$ cat src/rtl/alu_pkg.sv
// Shared definitions for the ALU and its two-port arbiter:
// operation codes, FSM state encoding and the control-code legality check.
package alu_pkg;

  localparam int unsigned ALU_DATA_W = 32;
  localparam int unsigned ALU_CTRL_W = 5;
  localparam int unsigned ALU_CNT_W  = 16;

  // Control codes understood by the ALU
  localparam int unsigned ALU_AND = 0;
  localparam int unsigned ALU_OR  = 1;
  localparam int unsigned ALU_ADD = 2;
  localparam int unsigned ALU_SUB = 6;
  localparam int unsigned ALU_SLT = 7;
  localparam int unsigned ALU_NOR = 12;
  localparam int unsigned ALU_MUL = 16;

  typedef enum logic [1:0] {
    IDLE = 2'd0,
    EXEC = 2'd1,
    RESP = 2'd2
  } state_t;

  // True when the code names an operation the ALU implements
  function automatic logic alu_ctrl_legal(input int unsigned code);
    case (code)
      ALU_AND, ALU_OR, ALU_ADD, ALU_SUB,
      ALU_SLT, ALU_NOR, ALU_MUL: return 1'b1;
      default:                   return 1'b0;
    endcase
  endfunction

endpackage

$ cat src/rtl/alu_share_arbiter_alu.sv
// Combinational ALU. Unknown control codes yield a zero result and raise err.
module alu_share_arbiter_alu
  import alu_pkg::*;
#(
  parameter int unsigned DATA_W = ALU_DATA_W,
  parameter int unsigned CTRL_W = ALU_CTRL_W
) (
  input  logic [CTRL_W-1:0] ctrl,
  input  logic [DATA_W-1:0] src1,
  input  logic [DATA_W-1:0] src2,
  output logic [DATA_W-1:0] result,
  output logic              zero,
  output logic              err
);

  int unsigned code;

  assign code = 32'(ctrl);

  // Evaluate the selected operation; SLT is an unsigned compare
  always_comb begin
    result = '0;
    case (code)
      ALU_AND: result = src1 & src2;
      ALU_OR:  result = src1 | src2;
      ALU_ADD: result = src1 + src2;
      ALU_SUB: result = src1 - src2;
      ALU_SLT: result = (src1 < src2) ? DATA_W'(1) : '0;
      ALU_NOR: result = ~(src1 | src2);
      ALU_MUL: result = src1 * src2;
      default: result = '0;
    endcase
  end

  assign zero = (result == '0);
  assign err  = ~alu_ctrl_legal(code);

endmodule

$ cat src/rtl/alu_share_arbiter.sv
// Two-port round-robin front end for a single shared ALU.
//
// Handshake rules: on each request port a transfer happens on the rising edge
// where valid and ready are both 1. Ready is a one-cycle accept pulse raised
// only in IDLE and only for the granted port; the block samples ctrl/operands
// on that edge alone, so requesters hold them stable while valid is high and
// ready is low. The response channel transfers on the edge where rsp_valid_o
// and rsp_ready_i are both 1; rsp_* outputs stay stable until then.
module alu_share_arbiter
  import alu_pkg::*;
#(
  parameter int unsigned DATA_W = ALU_DATA_W,
  parameter int unsigned CTRL_W = ALU_CTRL_W,
  parameter int unsigned CNT_W  = ALU_CNT_W
) (
  input  logic              clk_i,
  input  logic              rst_i,
  input  logic              req0_valid_i,
  output logic              req0_ready_o,
  input  logic [CTRL_W-1:0] req0_ctrl_i,
  input  logic [DATA_W-1:0] req0_src1_i,
  input  logic [DATA_W-1:0] req0_src2_i,
  input  logic              req1_valid_i,
  output logic              req1_ready_o,
  input  logic [CTRL_W-1:0] req1_ctrl_i,
  input  logic [DATA_W-1:0] req1_src1_i,
  input  logic [DATA_W-1:0] req1_src2_i,
  output logic              rsp_valid_o,
  input  logic              rsp_ready_i,
  output logic              rsp_id_o,
  output logic [DATA_W-1:0] rsp_result_o,
  output logic              rsp_zero_o,
  output logic              rsp_err_o,
  output logic              busy_o,
  output logic [CNT_W-1:0]  ops_done_o,
  output state_t            dbg_state_o
);

  state_t            state_q;
  logic              ptr_q;
  logic [CTRL_W-1:0] cap_ctrl_q;
  logic [DATA_W-1:0] cap_src1_q;
  logic [DATA_W-1:0] cap_src2_q;
  logic              cap_id_q;
  logic              rsp_id_q;
  logic [DATA_W-1:0] rsp_result_q;
  logic              rsp_zero_q;
  logic              rsp_err_q;
  logic [CNT_W-1:0]  ops_done_q;

  logic              any_valid;
  logic              grant_id;
  logic [DATA_W-1:0] alu_result;
  logic              alu_zero;
  logic              alu_err;

  // Choose the requester to serve: a lone valid wins, the pointer breaks ties
  always_comb begin
    any_valid = req0_valid_i | req1_valid_i;
    grant_id  = 1'b0;
    if (req0_valid_i && req1_valid_i) begin
      grant_id = ptr_q;
    end else if (req1_valid_i) begin
      grant_id = 1'b1;
    end
  end

  // Accept pulses: raised only in IDLE and only for the granted requester
  always_comb begin
    req0_ready_o = 1'b0;
    req1_ready_o = 1'b0;
    if (state_q == IDLE && any_valid) begin
      req0_ready_o = ~grant_id;
      req1_ready_o = grant_id;
    end
  end

  alu_share_arbiter_alu #(
    .DATA_W (DATA_W),
    .CTRL_W (CTRL_W)
  ) u_alu (
    .ctrl   (cap_ctrl_q),
    .src1   (cap_src1_q),
    .src2   (cap_src2_q),
    .result (alu_result),
    .zero   (alu_zero),
    .err    (alu_err)
  );

  // Grant/capture, execute, then hold the response until it is taken
  always_ff @(posedge clk_i) begin
    if (!rst_i) begin
      state_q      <= IDLE;
      ptr_q        <= 1'b0;
      cap_ctrl_q   <= '0;
      cap_src1_q   <= '0;
      cap_src2_q   <= '0;
      cap_id_q     <= 1'b0;
      rsp_id_q     <= 1'b0;
      rsp_result_q <= '0;
      rsp_zero_q   <= 1'b1;
      rsp_err_q    <= 1'b0;
      ops_done_q   <= '0;
    end else begin
      case (state_q)
        IDLE: begin
          if (any_valid) begin
            cap_ctrl_q <= grant_id ? req1_ctrl_i : req0_ctrl_i;
            cap_src1_q <= grant_id ? req1_src1_i : req0_src1_i;
            cap_src2_q <= grant_id ? req1_src2_i : req0_src2_i;
            cap_id_q   <= grant_id;
            state_q    <= EXEC;
          end
        end
        EXEC: begin
          rsp_result_q <= alu_result;
          rsp_zero_q   <= alu_zero;
          rsp_err_q    <= alu_err;
          rsp_id_q     <= cap_id_q;
          state_q      <= RESP;
        end
        RESP: begin
          if (rsp_ready_i) begin
            ops_done_q <= ops_done_q + CNT_W'(1);
            // Favour the requester that was not just served
            ptr_q      <= ~rsp_id_q;
            state_q    <= IDLE;
          end
        end
        default: state_q <= IDLE;
      endcase
    end
  end

  assign rsp_valid_o  = (state_q == RESP);
  assign busy_o       = (state_q != IDLE);
  assign rsp_id_o     = rsp_id_q;
  assign rsp_result_o = rsp_result_q;
  assign rsp_zero_o   = rsp_zero_q;
  assign rsp_err_o    = rsp_err_q;
  assign ops_done_o   = ops_done_q;
  assign dbg_state_o  = state_q;

endmodule

$ cat config.mk
export PLATFORM = sky130hd
export DESIGN_NAME = alu_share_arbiter
export DESIGN_NICKNAME = d
export VERILOG_FILES = /design/src/rtl/alu_pkg.sv /design/src/rtl/alu_share_arbiter_alu.sv /design/src/rtl/alu_share_arbiter.sv
export SDC_FILE = /design/constraint.sdc
export NUM_CORES = 2
export LEC_CHECK = 0
export ABC_AREA = 1
export CELL_PAD_IN_SITES_DETAIL_PLACEMENT = 1
export CELL_PAD_IN_SITES_GLOBAL_PLACEMENT = 1
export CORE_UTILIZATION = 45
export CTS_BUF_LIST = sky130_fd_sc_hd__clkbuf_4
export DETAILED_ROUTE_END_ITERATION = 8
export GPL_TIMING_DRIVEN = 0
export PLACE_DENSITY = 0.82
export SETUP_SLACK_MARGIN = 0.1
export SLEW_MARGIN = 40
export SYNTH_ARGS = -nofsm -noshare
export SYNTH_HDL_FRONTEND = slang
export SYNTH_SLANG_ARGS = --single-unit
$ cat constraint.sdc
create_clock -name clk_i -period 7.67 [get_ports clk_i]
set_clock_uncertainty 0.05 [all_clocks]
set_input_delay 1.534 -clock clk_i [delete_from_list [all_inputs] [get_ports clk_i]]
set_output_delay 1.534 -clock clk_i [all_outputs]
set_load 0.01 [all_outputs]
==> impl_metrics.toml <==
[place]
dp_slack_ns = -1.21
place.gp.congestion = 1.02
dpl.hpwl_um = 109000
port_buffers = 198
dpl_cell_area_mm2 = 0.0314

[timing]
rsz0062_at_grt = "yes"
finalMaxSlewViolations = 0
finalSetupViolations = 0
fmax_mhz = 131
max_slew_margin_pct = 39.0
period_share_pct = 99.2
fin_crit_ns = 7.61
timing.final.ws_setup_ns = 0.0578
hold_viol_final = 0
fin_setup_tns_ns = 0
worst_pin_slew_ns = 0.914

[synthesis]
synth_cell_types = 51
synth.most_common_cell = "nand2_1"
synth_area_per_cell_um2 = 6.65
synth_area_leaders = "fa_1 (29%), nand2_1 (17%), inv_1 (14%)"
synth-edff-count = 0
async_reset_ff_share_pct = 0
synth_nets = 5025
ys.flop_type = "dfxtp_1"
yosysTopAreaCell = "fa_1"
yosysWarnings = 0
synth-seq-cells = 124
ys_top_cells_by_count = "nand2_1 (1250), inv_1 (1037), fa_1 (410), nand3_1 (250), nor2_1 (247)"
synth_top_area_share_pct = 29.0
synth.cell_area_mm2 = 0.0283
synthCells = 4252
synth-seq-area-share_pct = 8.78

[cts]
path_clk_slew_ns = 0.17
cts_max_level = 4
cts.sinks = 124
cts_tree = "yes"
root_buffer = "clkbuf_4"
cts_buffers = 17
cts_max_path_buffers = 2
clkLatencyLatePin_ns = 0.66

[route]
antenna_left = 0
drc = 0
drt-pass1-iter-count = 6
drt_iter0_drc = 2479
routed_wl_um = 132000
wl_per_cell_um = 24.8
vias = 29400
avgViaCountPerCell = 5.51

[layout]
n_fill_cell = 8249
multi_input_area_mm2 = 0.0213
postLayoutCoreUtil_pct = 53.1
post_route_cells_drive_above_1_share_pct = 7.98
area_delta_synth_final_pct = 16.2
nets = 5260
final_area_mm2 = 0.0329
regArea_mm2 = 0.00258

[grt]
grt_first_pass_wirelength_um = 193000
grt_pass1_vias = 30800
grt_overflow = 0
grt_max_degree = 17
antenna_found_initial = 7
grt_use_total_pct = 41.6

[floorplan]
die_h_um = 253
rows = 91
pin_count = 200
core-area_mm2 = 0.0618
die_w_um = 253
fp.dieArea_mm2 = 0.0638
start_util_pct = 45.7

[power]
leakagePower_nw = 18.7
total_power_w = 0.00497
powerDensity_mw_per_mm2 = 151
ir_drop_uv = 96.1

[setup_path]
start_kind = "flop"
critical-path-slowest-cell = "fa_1"
crit_type = "reg -> reg"
endpoint_kind = "flop"
critPathRequiredTime_ns = 8.20
max_stage_delay_ns = 0.58
crit_top_cell = "fa_1"
cp_data_arrival_time_ns = 8.14
cp_max_fo = 6

[min_path]
hold_path.class = "reg -> reg"

[run_status]
status = "finished, final reports clean"

[run]
maxCapViolations = 0
## cell type report
cell class | count | share of cell area (%)
clock buffers | 17 | 0.388
well taps | 837 | 3.19
diodes | 3 | 0.0229
flip-flops and latches | 124 | 7.87
repair buffers | 216 | 6.59
clock inverters | 15 | 0.526
inverters | 1057 | 12.1
plain buffers | 189 | 4.58
multi-input cells | 2882 | 64.8
## layout by cell type, fill, tap and decap left out, drive strengths merged, types with 114 or more instances in the layout
| cell | count |
|---|---|
| clkdlybuf4s50 | 198 |
| a21oi | 152 |
| nand3 | 257 |
| nand2 | 1260 |
| dfxtp | 124 |
| ha | 220 |
| fa | 410 |
| nor2 | 267 |
| buf | 122 |
| inv | 1056 |
| o21ai | 114 |
## state kept, by name (all words and copies together), names as in the netlist
| register | cells |
|---|---|
| cap_ctrl_q | 5 |
| cap_id_q | 1 |
| cap_src1_q | 32 |
| cap_src2_q | 32 |
| dbg_state_o | 2 |
| ops_done_o | 16 |
| ptr_q | 1 |
| rsp_err_o | 1 |
| rsp_id_o | 1 |
| rsp_result_o | 32 |
| rsp_zero_o | 1 |
## metal layers
metal / global-route usage, % / vias up / routed length [µm]
li1: - / 13000 / -
met1: 53.0 / 14600 / 52500
met2: 65.0 / 1424 / 58000
met3: 10.4 / 371 / 13600
met4: 21.8 / 4 / 8080
met5: 0 / - / 30
## through the flow
step | hold WS [ns] | cells
3_5_place_dp | 0.407 | 5290
2_1_floorplan | 0.396 | 4252
3_3_place_gp | 0.402 | 5287
6_report | 0.408 | 5340
4_1_cts | 0.400 | 5322
5_1_grt | 0.410 | 5339
## worst max-delay path: cells and delay by family, from the launching register on
family	cells	cell delay [ns]
buffers and inverters	3	0.28
AO/OA/AOI/OAI	4	0.63
AND/OR/NAND/NOR	8	1.14
flip-flops	1	0.45
adder cells (fa/ha/maj)	10	4.96
## power by group
| part | internal [W] | switching, W |
|---|---|---|
| logic | 0.00127 | 0.00233 |
| registers | 0.000704 | 0.000117 |
| clock network | 0.000224 | 0.000311 |
| total | 0.00220 | 0.00276 |
## cells by family after synthesis
group | synth area share [%]
AO/OA/AOI/OAI | 6.94
XOR/XNOR | 1.21
adder cells (fa/ha/maj) | 38.8
buffers and inverters | 17.0
flip-flops | 8.78
multiplexers | 0.0354
AND/OR/NAND/NOR | 27.2
## final timing paths
| path | depth (start not counted) | slack, ns | from | to |
|---|---|---|---|---|
| worst max-delay path | 25 | 0.06 | cap_src1_q[13]$_SDFFE_PN0P_ | rsp_zero_o$_SDFFE_PN1N_ |
| worst min-delay path | 1 | 0.41 | rsp_id_o$_SDFFE_PN0N_ | ptr_q$_SDFFE_PN0P_ |
| worst max register to register | 25 | 0.06 | cap_src1_q[13]$_SDFFE_PN0P_ | rsp_zero_o$_SDFFE_PN1N_ |
| worst min register to register | 1 | 0.41 | rsp_id_o$_SDFFE_PN0N_ | ptr_q$_SDFFE_PN0P_ |
## timing repair
action / 4_1_cts / 5_1_grt
gates resized for setup: 220 / 171
pin swaps: 0 / 27
endpoints found under the setup margin: 18 / 10
buffers inserted: 0 / 15
hold buffers: 0 / 0
cloned: 0 / 0
Power figures use the tool's default switching activity.
